--- src/rtl/td4w_pkg.sv ---
// -----------------------------------------------------------------------------
// td4w_pkg
// Shared definitions for the TD4-style wide core: the 4-bit opcode map and the
// control FSM state type. Imported by td4_wide_core and td4w_alu.
//
// Optional feature macro: TD4W_ZERO_FLAG_EN
//   Defined: opcode 1010 is JZ Im (see td4_wide_core).
//   Undefined: opcode 1010 is an undefined opcode and executes as a NOP.
// -----------------------------------------------------------------------------
package td4w_pkg;

    // Control FSM states. The encoding is exported on dbg_state.
    typedef enum logic [1:0] {
        ST_IDLE = 2'd0,
        ST_RUN  = 2'd1,
        ST_HALT = 2'd2
    } td4w_state_e;

    // Opcode map, instr[3:0].
    localparam logic [3:0] OP_ADD_A  = 4'b0000;  // A <= A + Im
    localparam logic [3:0] OP_MOV_AB = 4'b0001;  // A <= B
    localparam logic [3:0] OP_IN_A   = 4'b0010;  // A <= in_port
    localparam logic [3:0] OP_MOV_A  = 4'b0011;  // A <= Im
    localparam logic [3:0] OP_MOV_BA = 4'b0100;  // B <= A
    localparam logic [3:0] OP_ADD_B  = 4'b0101;  // B <= B + Im
    localparam logic [3:0] OP_IN_B   = 4'b0110;  // B <= in_port
    localparam logic [3:0] OP_MOV_B  = 4'b0111;  // B <= Im
    localparam logic [3:0] OP_HLT    = 4'b1000;  // stop until reset
    localparam logic [3:0] OP_OUT_B  = 4'b1001;  // out_port <= B
    localparam logic [3:0] OP_JZ     = 4'b1010;  // jump if zero (zero-flag build only)
    localparam logic [3:0] OP_OUT_IM = 4'b1011;  // out_port <= Im
    localparam logic [3:0] OP_JNC    = 4'b1110;  // jump if carry == 0
    localparam logic [3:0] OP_JMP    = 4'b1111;  // unconditional jump

endpackage

--- src/rtl/td4w_alu.sv ---
// -----------------------------------------------------------------------------
// td4w_alu
// Unsigned adder for the wide core: sum = (a + b) mod 2^W, cout = carry-out.
//
// Ports:
//   a, b  [W-1:0]  operands
//   sum   [W-1:0]  low W bits of a + b
//   cout           carry out of bit W-1
// -----------------------------------------------------------------------------
module td4w_alu #(
    parameter int W = 4
) (
    input  logic [W-1:0] a,
    input  logic [W-1:0] b,
    output logic [W-1:0] sum,
    output logic         cout
);

    logic [W:0] full_sum;

    assign full_sum = {1'b0, a} + {1'b0, b};
    assign sum      = full_sum[W-1:0];
    assign cout     = full_sum[W];

endmodule

--- src/rtl/td4_wide_core.sv ---
// -----------------------------------------------------------------------------
// td4_wide_core
// TD4-style accumulator CPU with parameterised data and program-counter width.
// One instruction executes per accepted fetch; all architectural results are
// visible the cycle after the accepting edge.
//
// Parameters:
//   DATA_W  register / immediate / port width (4..16)
//   PC_W    program-counter width (4..16)
//
// Ports:
//   clk          rising-edge clock
//   rst_n        asynchronous active-low reset
//   run          execution enable (IDLE <-> RUN)
//   instr_valid  instr carries a valid instruction
//   instr        {immediate[DATA_W-1:0], opcode[3:0]}
//   instr_ready  core accepts instr this cycle (high only in RUN)
//   pc           address of the next instruction to fetch
//   in_port      general input, sampled on the accepting edge
//   out_port     output latch written by OUT B / OUT Im
//   out_strobe   one-cycle pulse following each accepted OUT
//   reg_a, reg_b architectural registers
//   carry        carry flag
//   halted       high only in HALT
//   zero         zero flag (only when TD4W_ZERO_FLAG_EN is defined)
//   dbg_state    current FSM state encoding (td4w_state_e)
//
// Optional feature macro: TD4W_ZERO_FLAG_EN
//   Defined: zero flag register and `zero` port exist; ADD sets zero to
//   (result == 0), other opcodes leave it alone; opcode 1010 is JZ Im.
//   Undefined: no zero flag; opcode 1010 is a NOP.
// -----------------------------------------------------------------------------
module td4_wide_core
    import td4w_pkg::*;
#(
    parameter int DATA_W = 4,
    parameter int PC_W   = 4
) (
    input  logic                clk,
    input  logic                rst_n,
    input  logic                run,
    input  logic                instr_valid,
    input  logic [4+DATA_W-1:0] instr,
    output logic                instr_ready,
    output logic [PC_W-1:0]     pc,
    input  logic [DATA_W-1:0]   in_port,
    output logic [DATA_W-1:0]   out_port,
    output logic                out_strobe,
    output logic [DATA_W-1:0]   reg_a,
    output logic [DATA_W-1:0]   reg_b,
    output logic                carry,
    output logic                halted,
`ifdef TD4W_ZERO_FLAG_EN
    output logic                zero,
`endif
    output logic [1:0]          dbg_state
);

    // Handshake: an instruction is consumed on a rising edge where
    // instr_valid && instr_ready are both high. instr_ready depends only on
    // the FSM state (never on instr_valid), so the producer may hold instr
    // stable until it sees acceptance; without acceptance nothing changes.

    td4w_state_e state, state_n;

    logic [3:0]        op;
    logic [DATA_W-1:0] imm;
    logic              accept;
    logic [PC_W-1:0]   jump_target;

    logic [DATA_W-1:0] alu_a;
    logic [DATA_W-1:0] alu_sum;
    logic              alu_cout;

    logic [PC_W-1:0]   pc_n;
    logic [DATA_W-1:0] reg_a_n;
    logic [DATA_W-1:0] reg_b_n;
    logic [DATA_W-1:0] out_port_n;
    logic              carry_n;
    logic              out_strobe_n;
`ifdef TD4W_ZERO_FLAG_EN
    logic              zero_n;
`endif

    assign op          = instr[3:0];
    assign imm         = instr[4+DATA_W-1:4];
    assign instr_ready = (state == ST_RUN);
    assign halted      = (state == ST_HALT);
    assign accept      = instr_valid && instr_ready;
    assign dbg_state   = state;

    // Jump target is the immediate's low PC_W bits, zero-extended when the
    // program counter is wider than the data path.
    generate
        if (PC_W > DATA_W) begin : g_tgt_ext
            assign jump_target = {{(PC_W-DATA_W){1'b0}}, imm};
        end else begin : g_tgt_trunc
            assign jump_target = imm[PC_W-1:0];
        end
    endgenerate

    // Only ADD B uses B as the adder's first operand; everything else uses A.
    assign alu_a = (op == OP_ADD_B) ? reg_b : reg_a;

    td4w_alu #(
        .W (DATA_W)
    ) u_alu (
        .a    (alu_a),
        .b    (imm),
        .sum  (alu_sum),
        .cout (alu_cout)
    );

    // Next-state and datapath decode.
    always_comb begin
        state_n      = state;
        pc_n         = pc;
        reg_a_n      = reg_a;
        reg_b_n      = reg_b;
        carry_n      = carry;
        out_port_n   = out_port;
        out_strobe_n = 1'b0;
`ifdef TD4W_ZERO_FLAG_EN
        zero_n       = zero;
`endif

        case (state)
            ST_IDLE: begin
                if (run) state_n = ST_RUN;
            end
            ST_RUN: begin
                // An instruction accepted while run falls still executes;
                // only the state leaves RUN afterwards.
                if (accept && (op == OP_HLT)) state_n = ST_HALT;
                else if (!run)                state_n = ST_IDLE;
            end
            ST_HALT: begin
                state_n = ST_HALT;
            end
            default: begin
                state_n = ST_IDLE;
            end
        endcase

        if (accept) begin
            pc_n    = pc + PC_W'(1);
            // Defined non-HLT opcodes clear carry unless they set it below.
            carry_n = 1'b0;

            case (op)
                OP_ADD_A: begin
                    reg_a_n = alu_sum;
                    carry_n = alu_cout;
`ifdef TD4W_ZERO_FLAG_EN
                    zero_n  = (alu_sum == '0);
`endif
                end
                OP_ADD_B: begin
                    reg_b_n = alu_sum;
                    carry_n = alu_cout;
`ifdef TD4W_ZERO_FLAG_EN
                    zero_n  = (alu_sum == '0);
`endif
                end
                OP_MOV_A:  reg_a_n = imm;
                OP_MOV_B:  reg_b_n = imm;
                OP_MOV_AB: reg_a_n = reg_b;
                OP_MOV_BA: reg_b_n = reg_a;
                OP_IN_A:   reg_a_n = in_port;
                OP_IN_B:   reg_b_n = in_port;
                OP_OUT_B: begin
                    out_port_n   = reg_b;
                    out_strobe_n = 1'b1;
                end
                OP_OUT_IM: begin
                    out_port_n   = imm;
                    out_strobe_n = 1'b1;
                end
                OP_JMP: pc_n = jump_target;
                OP_JNC: begin
                    // Tests the carry held before this instruction.
                    if (!carry) pc_n = jump_target;
                end
`ifdef TD4W_ZERO_FLAG_EN
                OP_JZ: begin
                    if (zero) pc_n = jump_target;
                end
`endif
                OP_HLT: begin
                    pc_n    = pc;
                    carry_n = carry;
                end
                default: begin
                    // Undefined opcode: NOP, flags untouched.
                    carry_n = carry;
                end
            endcase
        end
    end

    always_ff @(posedge clk or negedge rst_n) begin
        if (!rst_n) begin
            state      <= ST_IDLE;
            pc         <= '0;
            reg_a      <= '0;
            reg_b      <= '0;
            carry      <= 1'b0;
            out_port   <= '0;
            out_strobe <= 1'b0;
        end else begin
            state      <= state_n;
            pc         <= pc_n;
            reg_a      <= reg_a_n;
            reg_b      <= reg_b_n;
            carry      <= carry_n;
            out_port   <= out_port_n;
            out_strobe <= out_strobe_n;
        end
    end

`ifdef TD4W_ZERO_FLAG_EN
    always_ff @(posedge clk or negedge rst_n) begin
        if (!rst_n) zero <= 1'b0;
        else        zero <= zero_n;
    end
`endif

endmodule

--- config.mk ---
export PLATFORM = sky130hd
export DESIGN_NAME = td4_wide_core
export DESIGN_NICKNAME = d
export VERILOG_FILES = /design/src/rtl/td4w_pkg.sv /design/src/rtl/td4w_alu.sv /design/src/rtl/td4_wide_core.sv
export SDC_FILE = /design/constraint.sdc
export NUM_CORES = 1
export LEC_CHECK = 0
export CAP_MARGIN = 5
export CORE_UTILIZATION = 48
export DETAILED_ROUTE_END_ITERATION = 8
export GPL_ROUTABILITY_DRIVEN = 0
export GPL_TIMING_DRIVEN = 0
export PLACE_DENSITY = 0.8
export SLEW_MARGIN = 20
export SYNTH_ARGS = -nofsm -noshare
export SYNTH_HDL_FRONTEND = slang
export SYNTH_HIERARCHICAL = 1
export SYNTH_SLANG_ARGS = --single-unit
--- constraint.sdc ---
create_clock -name clk -period 2.1 [get_ports clk]
set_input_delay 0.42 -clock clk [delete_from_list [all_inputs] [get_ports clk]]
set_output_delay 0.42 -clock clk [all_outputs]
set_load 0.005 [all_outputs]
==> run summary <==
Mapped cell area -> 1383 um^2
Site Rows -> 19
Synth Instances -> 147
CP required -> 2.35 ns
Worst Skew -> 0.004821 ns
RSZ-0062 raised after global routing -> yes
Final hold violations -> 0
Power per cell area -> 444.7 nW/um^2
# fillers -> 205
Arrival time of the worst setup path -> 2.47 ns
Failing checks -> setup timing
Antenna-violating nets left -> 0
Status -> complete, but fails checks
Num ports -> 38
CP delay by family, top -> compound AO/OA/AOI/OAI gates
Yosys Warn Count -> 6
Number of remaining DRC errors -> 0
1st-iter DRT viols -> 31
First-pass GRT wire length -> 5616 um
Worst hold path type -> in2reg
Tcrit/Tclk final -> 1.057
Max Slew Vio Count -> 0
Avg WL per Cell -> 15.36 um
DRT Pass-1 Iters -> 4
Crit start category -> primary input
Layout cells sized above 1 -> 0.2116
CTS Buf Count -> 3
Synth area leader -> dfrtp_1
Slew margin rel. -> 0.3893
Tightest Pin Transition -> 0.9132 ns
Leakage power figure -> 0.8734 nW
Vias per cell -> 5.818
Async set-or-reset flop fraction in the synthesized netlist -> 1.000
Drt total wl -> 3379 um
Final Critical Period -> 2.219 ns
Pre-CTS setup slack -> -1.054 ns
Post-route insts no fill -> 220
Post-synth top area share -> 0.3620
Register-to-Register Path Depth -> 8
Die H -> 55.67 um
Setup CP Type -> in2reg
Syn Area/Cell -> 9.405 um^2
Synth Flop Type -> dfrtp_1
Skew-Pair Late Insertion Delay -> 0.32 ns
Crit-path cells -> buf_8, nand2b_4, nor3b_4, mux2_4, ha_4, a21o_1, a21oi_2, xnor2_1, inv_1, a211o_1, a31oi_1
GRT overflow -> 0
Cell with the most instances after synthesis -> dfrtp_1
HPWL Detailed -> 2450 um
Initial antenna violation count -> 0
Endpoints failing setup -> 5
Yosys reg bits -> 20
Distinct cell type count after synthesis -> 39
CP Max Fanout -> 3
Worst setup EP type -> register
PortBufs -> 35
Clock-pin slew on the worst setup and hold paths -> 0.12 ns
Cell depth of the worst setup path -> 11
Overall routing resource usage -> 0.2297
Final nets -> 212
Placed insts -> 213
Root Buffer -> clkbuf_4
N_diodes -> 0
WP buf/inv -> 2
Initial core utilization -> 0.5057
Bufs on Longest Clock Path -> 2
Die area -> 3099 um^2
Post-synth EDFFs -> 0
Synth Net Count -> 169
Via count of the first global-routing pass -> 1,228
WHS Path Cells -> 3
Vias after detailed routing -> 1,280
Area Growth Syn to Fin -> 39.82%
Sequential cell area fraction in the yosys report -> 0.3620
Placeable Area -> 2734 um^2
Htree depth -> 1
Maximum clock frequency -> 450.7 MHz
Slowest CP cell -> mux2_4
Die width -> 55.67 um
Pin count of the biggest net entering global routing -> 21
Synth cell count leaders -> dfrtp_1, inv_1, nand2_1, o21ai_0, mux2_2
Max cap viols -> 0
Peak VDD IR -> 383.7 uV
Final WS setup -> -0.1188 ns
CP max stage delay -> 0.35 ns
CTS tree -> built
TritonCTS Sinks -> 20
Area contributors post-synth -> dfrtp_1, mux2_2, mux2i_1
## path summary, 6_finish.rpt
path                                          from  slack, ns                      end
setup / recovery                          instr[3]      -0.12     reg_b[3]$_DFFE_PN0P_
hold / removal                            instr[3]       0.42        carry$_DFFE_PN0P_
setup reg to reg              reg_b[1]$_DFFE_PN0P_       0.06     reg_b[3]$_DFFE_PN0P_
max in group asynchronous                    rst_n       0.95        pc[1]$_DFFE_PN0P_
min in group asynchronous                    rst_n       0.59     reg_a[3]$_DFFE_PN0P_
hold reg to reg            out_port[0]$_DFFE_PN0P_       0.49  out_port[0]$_DFFE_PN0P_
## metal layers
layer	vias to the layer above	track usage	wire, um
met4	0	0.07143	56
met2	39	0.3907	1724
li1	612	-	-
met5	-	0	0
met1	623	0.2990	1445
met3	6	0.03721	153
## per-stage QoR
stage / utilization / TNS (ns) / power, W / cell area [um^2] / hold WS (ns)
after global placement: 0.6696 / -7.560 / 0.0005211 / 1831 / 0.4622
final: 0.7071 / -0.3475 / 0.0008596 / 1933 / 0.4160
after CTS: 0.6970 / -0.3653 / 0.0008535 / 1906 / 0.4164
after floorplan: - / -1.815 / 0.0004690 / 1441 / 0.1244
after detailed placement: 0.6696 / -7.864 / 0.0005239 / 1831 / 0.4699
after global routing: 0.7071 / -0.8551 / 0.0008925 / 1933 / 0.4120
## cell families (layout without fill, tap and decap cells)
| family | after synthesis | after routing | share of synthesized area |
|---|---|---|---|
| and+or+nand+nor | 40 | 40 | 0.1547 |
| AOI/OAI and AO/OA | 38 | 38 | 0.1910 |
| buffers and inverters | 22 | 64 | 0.07420 |
| DFF | 20 | 20 | 0.3620 |
| muxes | 18 | 18 | 0.1394 |
| adders and majority gates | 6 | 6 | 0.05973 |
| xor gates and xnor gates | 3 | 3 | 0.01901 |
## state kept, by name (all words and copies together), names as in the netlist
name and flops:
reg_b 4, carry 1, dbg_state 2, reg_a 4, out_strobe 1, pc 4, out_port 4
## layout by cell type, fill, tap and decap left out, types with 3 or more instances in the layout
| master | synthesis | final |
|---|---|---|
| ha_1 | 5 | 3 |
| clkbuf_4 | 0 | 3 |
| inv_1 | 15 | 12 |
| nor2b_1 | 4 | 4 |
| clkdlybuf4s50_1 | 0 | 33 |
| inv_2 | 0 | 3 |
| mux2i_1 | 8 | 8 |
| o21ai_1 | 0 | 3 |
| nor2_1 | 7 | 7 |
| o22ai_1 | 4 | 4 |
| nand3_1 | 3 | 3 |
| a211o_1 | 3 | 3 |
| clkbuf_1 | 3 | 3 |
| mux2_4 | 0 | 4 |
| dfrtp_1 | 20 | 20 |
| nor3_1 | 5 | 5 |
| buf_4 | 1 | 5 |
| o21ai_0 | 12 | 9 |
| a31oi_1 | 3 | 3 |
| nand2_1 | 12 | 12 |
| mux2_2 | 10 | 6 |
## where the power goes
| part | internal [W] | total, W | switching [W] |
|---|---|---|---|
| sequential | 0.000385 | 0.000385 | 0 |
| combinational | 0.0000699 | 0.000141 | 0.0000713 |
| clock | 0.000193 | 0.000333 | 0.000140 |
## worst min-delay path, delay by kind of cell
kind	cells	cell delay, ns
buf+inv	2	0.20
compound gates	1	0.09
## layout make-up
type / count / area, um^2 / share of cell area
Buffer: 6 / 45.04 / 0.02330
Clock buffer: 3 / 22.52 / 0.01165
Clock inverter: 1 / 30.03 / 0.01553
Inverter: 15 / 56.30 / 0.02913
Multi-Input combinational cell: 105 / 859.6 / 0.4447
Sequential cell: 20 / 500.5 / 0.2589
Tap cell: 31 / 38.79 / 0.02006
Timing Repair Buffer: 39 / 380.4 / 0.1968
## what timing repair did
item                                    CTS  global route
endpoints found under the setup margin    9             7
hold endpoints to repair                  0             0
gates resized for setup                  14             5
hold buffers                              0             0
buffers inserted                          3             1
pin swaps                                 8             8
No activity file was read; power rests on OpenSTA's default activity.
==> RTL edit (config.mk and constraints unchanged) <==
`PC_W`: 4 -> 6. Comments in the files are not updated.
--- a/src/rtl/td4_wide_core.sv
+++ b/src/rtl/td4_wide_core.sv
@@ -34,7 +34,7 @@
     import td4w_pkg::*;
 #(
     parameter int DATA_W = 4,
-    parameter int PC_W   = 4
+    parameter int PC_W   = 6
 ) (
     input  logic                clk,
     input  logic                rst_n,
Interface: changed (resized pc); port bits go from 38 to 40. No check against the original RTL was run, so the function may have changed too.
==> RTL edit against the unedited design <==
  * The flow finishes with violations (design-rule violations, negative setup slack)
  * Wire length increased by 6.6%
  * Sequential share of layout area increased by 1.2 points
  * Fmax decreased by 5.1%
  * Via count increased by 2.3%
  * Critical path depth decreased by 2
  * Area after synthesis increased by 8.1%
  * Worst setup slack got worse by 120 ps
  * First-iteration DRC count increased by 90%
  * Final area increased by 5.2%
  * Sequential cell count increased by 2
  * Utilization increased by 0.61 points
  * Critical path type unchanged
Power is not compared: it rests on default switching activity, and its combinational part moved more than twofold at a synthesized area within 25%.
==> RTL edit: results (changes against the unedited design) <==
# setup viols final -> 5 (unchanged)
number of flip-flops in the largest register -> 6
IO buf count -> 37 (was 35)
syn nets -> 160 (was 169)
Sw Ratio -> 0.337
# resized after CTS -> 16 (was 14)
average size of a mapped cell -> 10.8 sq um (was 9.41 sq um)
Iteration-0 DRC Markers -> 59 (was 31)
status -> finished with violations (unchanged)
largest net degree at the start of global routing -> 23 (was 21)
gr usage total -> 0.235 (was 0.230)
H-tree depth -> 1 (unchanged)
Seq/Total Area, Yosys -> 0.369 (was 0.362)
hold_ws -> 68.5 ps (was 416 ps)
failing checks -> design-rule violations, negative setup slack (was negative setup slack)
critical-path maximum fanout -> 5 (was 3)
worst slew pin tran -> 528 ps (was 913 ps)
P_seq -> 725 uW
async set-or-reset flop fraction in the synthesized netlist -> 1.00 (unchanged)
DRT Pass-1 Iters -> 8 (was 4)
VDD IR max -> 0.000674 V
pre-CTS WS -> -1110 ps (was -1050 ps)
Reg with most FFs -> pc
worst path arrival time -> 2550 ps (was 2470 ps)
Clock Latency Late Sink -> 310 ps
non-filler cells, final -> 213 (was 220)
Fillers -> 213 (was 205)
Routed WL per cell -> 16.9 um (was 15.4 um)
synth top area cells -> dfrtp_1 (37%), mux4_2 (11%), mux2_2 (6.8%), ha_1 (4.2%), o21ai_0 (3.4%) (was dfrtp_1 (36%), mux2_2 (8.1%), mux2i_1 (5.8%), ha_1 (4.5%), o21ai_0 (4.3%))
final setup margin -> -239 ps (was -119 ps)
worst min-delay path class -> in2async (was in2reg)
number of distinct library cells after synthesis -> 41 (was 39)
dpl hpwl -> 2720 um (was 2450 um)
vias in the first global route -> 1302 (was 1228)
Placement Cell Area -> 0.00195 sq mm (was 0.00183 sq mm)
Setup Fix Bufs, Post-CTS -> 2 (was 3)
DR vias/cell -> 6.15 (was 5.82)
setup TNS -> -930 ps (was -347 ps)
first-pass GRT wire length -> 5940 um (was 5620 um)
synth cell count leaders -> dfrtp_1 (22), nand2_1 (13), inv_1 (11) (was dfrtp_1 (20), inv_1 (15), nand2_1 (12), o21ai_0 (12), mux2_2 (10))
DRC violations left -> 3 (was 0)
fraction of layout cells with a size suffix above 1 -> 0.253 (was 0.212)
worst reg-to-reg setup slack -> -90 ps (was 60 ps)
Clock Skews -> 4.26 ps (was 4.82 ps)
==> RTL edit: how the worst max path moves through the flow <==
stage | from | end | slack [ps] | cells past startpoint
floorplan | instr[3] | reg_b[1]$_DFFE_PN0P_ | -460 | 9
global placement | instr[2] | reg_b[1]$_DFFE_PN0P_ | -1060 | 10
detailed placement | instr[2] | reg_b[3]$_DFFE_PN0P_ | -1110 | 10
CTS | instr[3] | reg_b[3]$_DFFE_PN0P_ | -220 | 9
global route | instr[1] | reg_b[3]$_DFFE_PN0P_ | -270 | 9
finish | instr[1] | reg_b[3]$_DFFE_PN0P_ | -240 | 9
==> RTL edit: layout make-up <==
class / count / area, sq um / share of cell area
buffer: 6 / 67.6 / 0.0332
clock buffer: 3 / 22.5 / 0.0111
inverter: 11 / 41.3 / 0.0203
multi-input combinational: 99 / 913 / 0.449
sequential: 22 / 551 / 0.271
tap: 31 / 38.8 / 0.0191
timing repair buffer: 41 / 400 / 0.197
==> RTL edit: metal layers <==
metal | vias up | wire length (um) | track usage
met3 | 10 | 212 | 0.0313
met1 | 635 | 1550 | 0.306
li1 | 604 | - | -
met2 | 61 | 1760 | 0.404
met4 | 0 | 85 | 0.0850
met5 | - | 0 | 0
==> RTL edit: critical path, cell delays in order <==
cell	delay, ps
buf_8	90
and4bb_4	370
mux2_4	320
ha_4	170
a21o_1	180
a21oi_2	130
xnor2_1	100
mux4_2	480
mux2_4	280
==> RTL edit: cell families after synthesis <==
| group | count (synthesis) | share of synthesized area |
|---|---|---|
| AO/OA/AOI/OAI | 28 | 0.123 |
| XOR/XNOR | 3 | 0.0176 |
| adder cells (fa/ha/maj) | 6 | 0.0553 |
| buffers and inverters | 17 | 0.0586 |
| flip-flops | 22 | 0.369 |
| multiplexers | 21 | 0.210 |
| AND/OR/NAND/NOR | 41 | 0.167 |
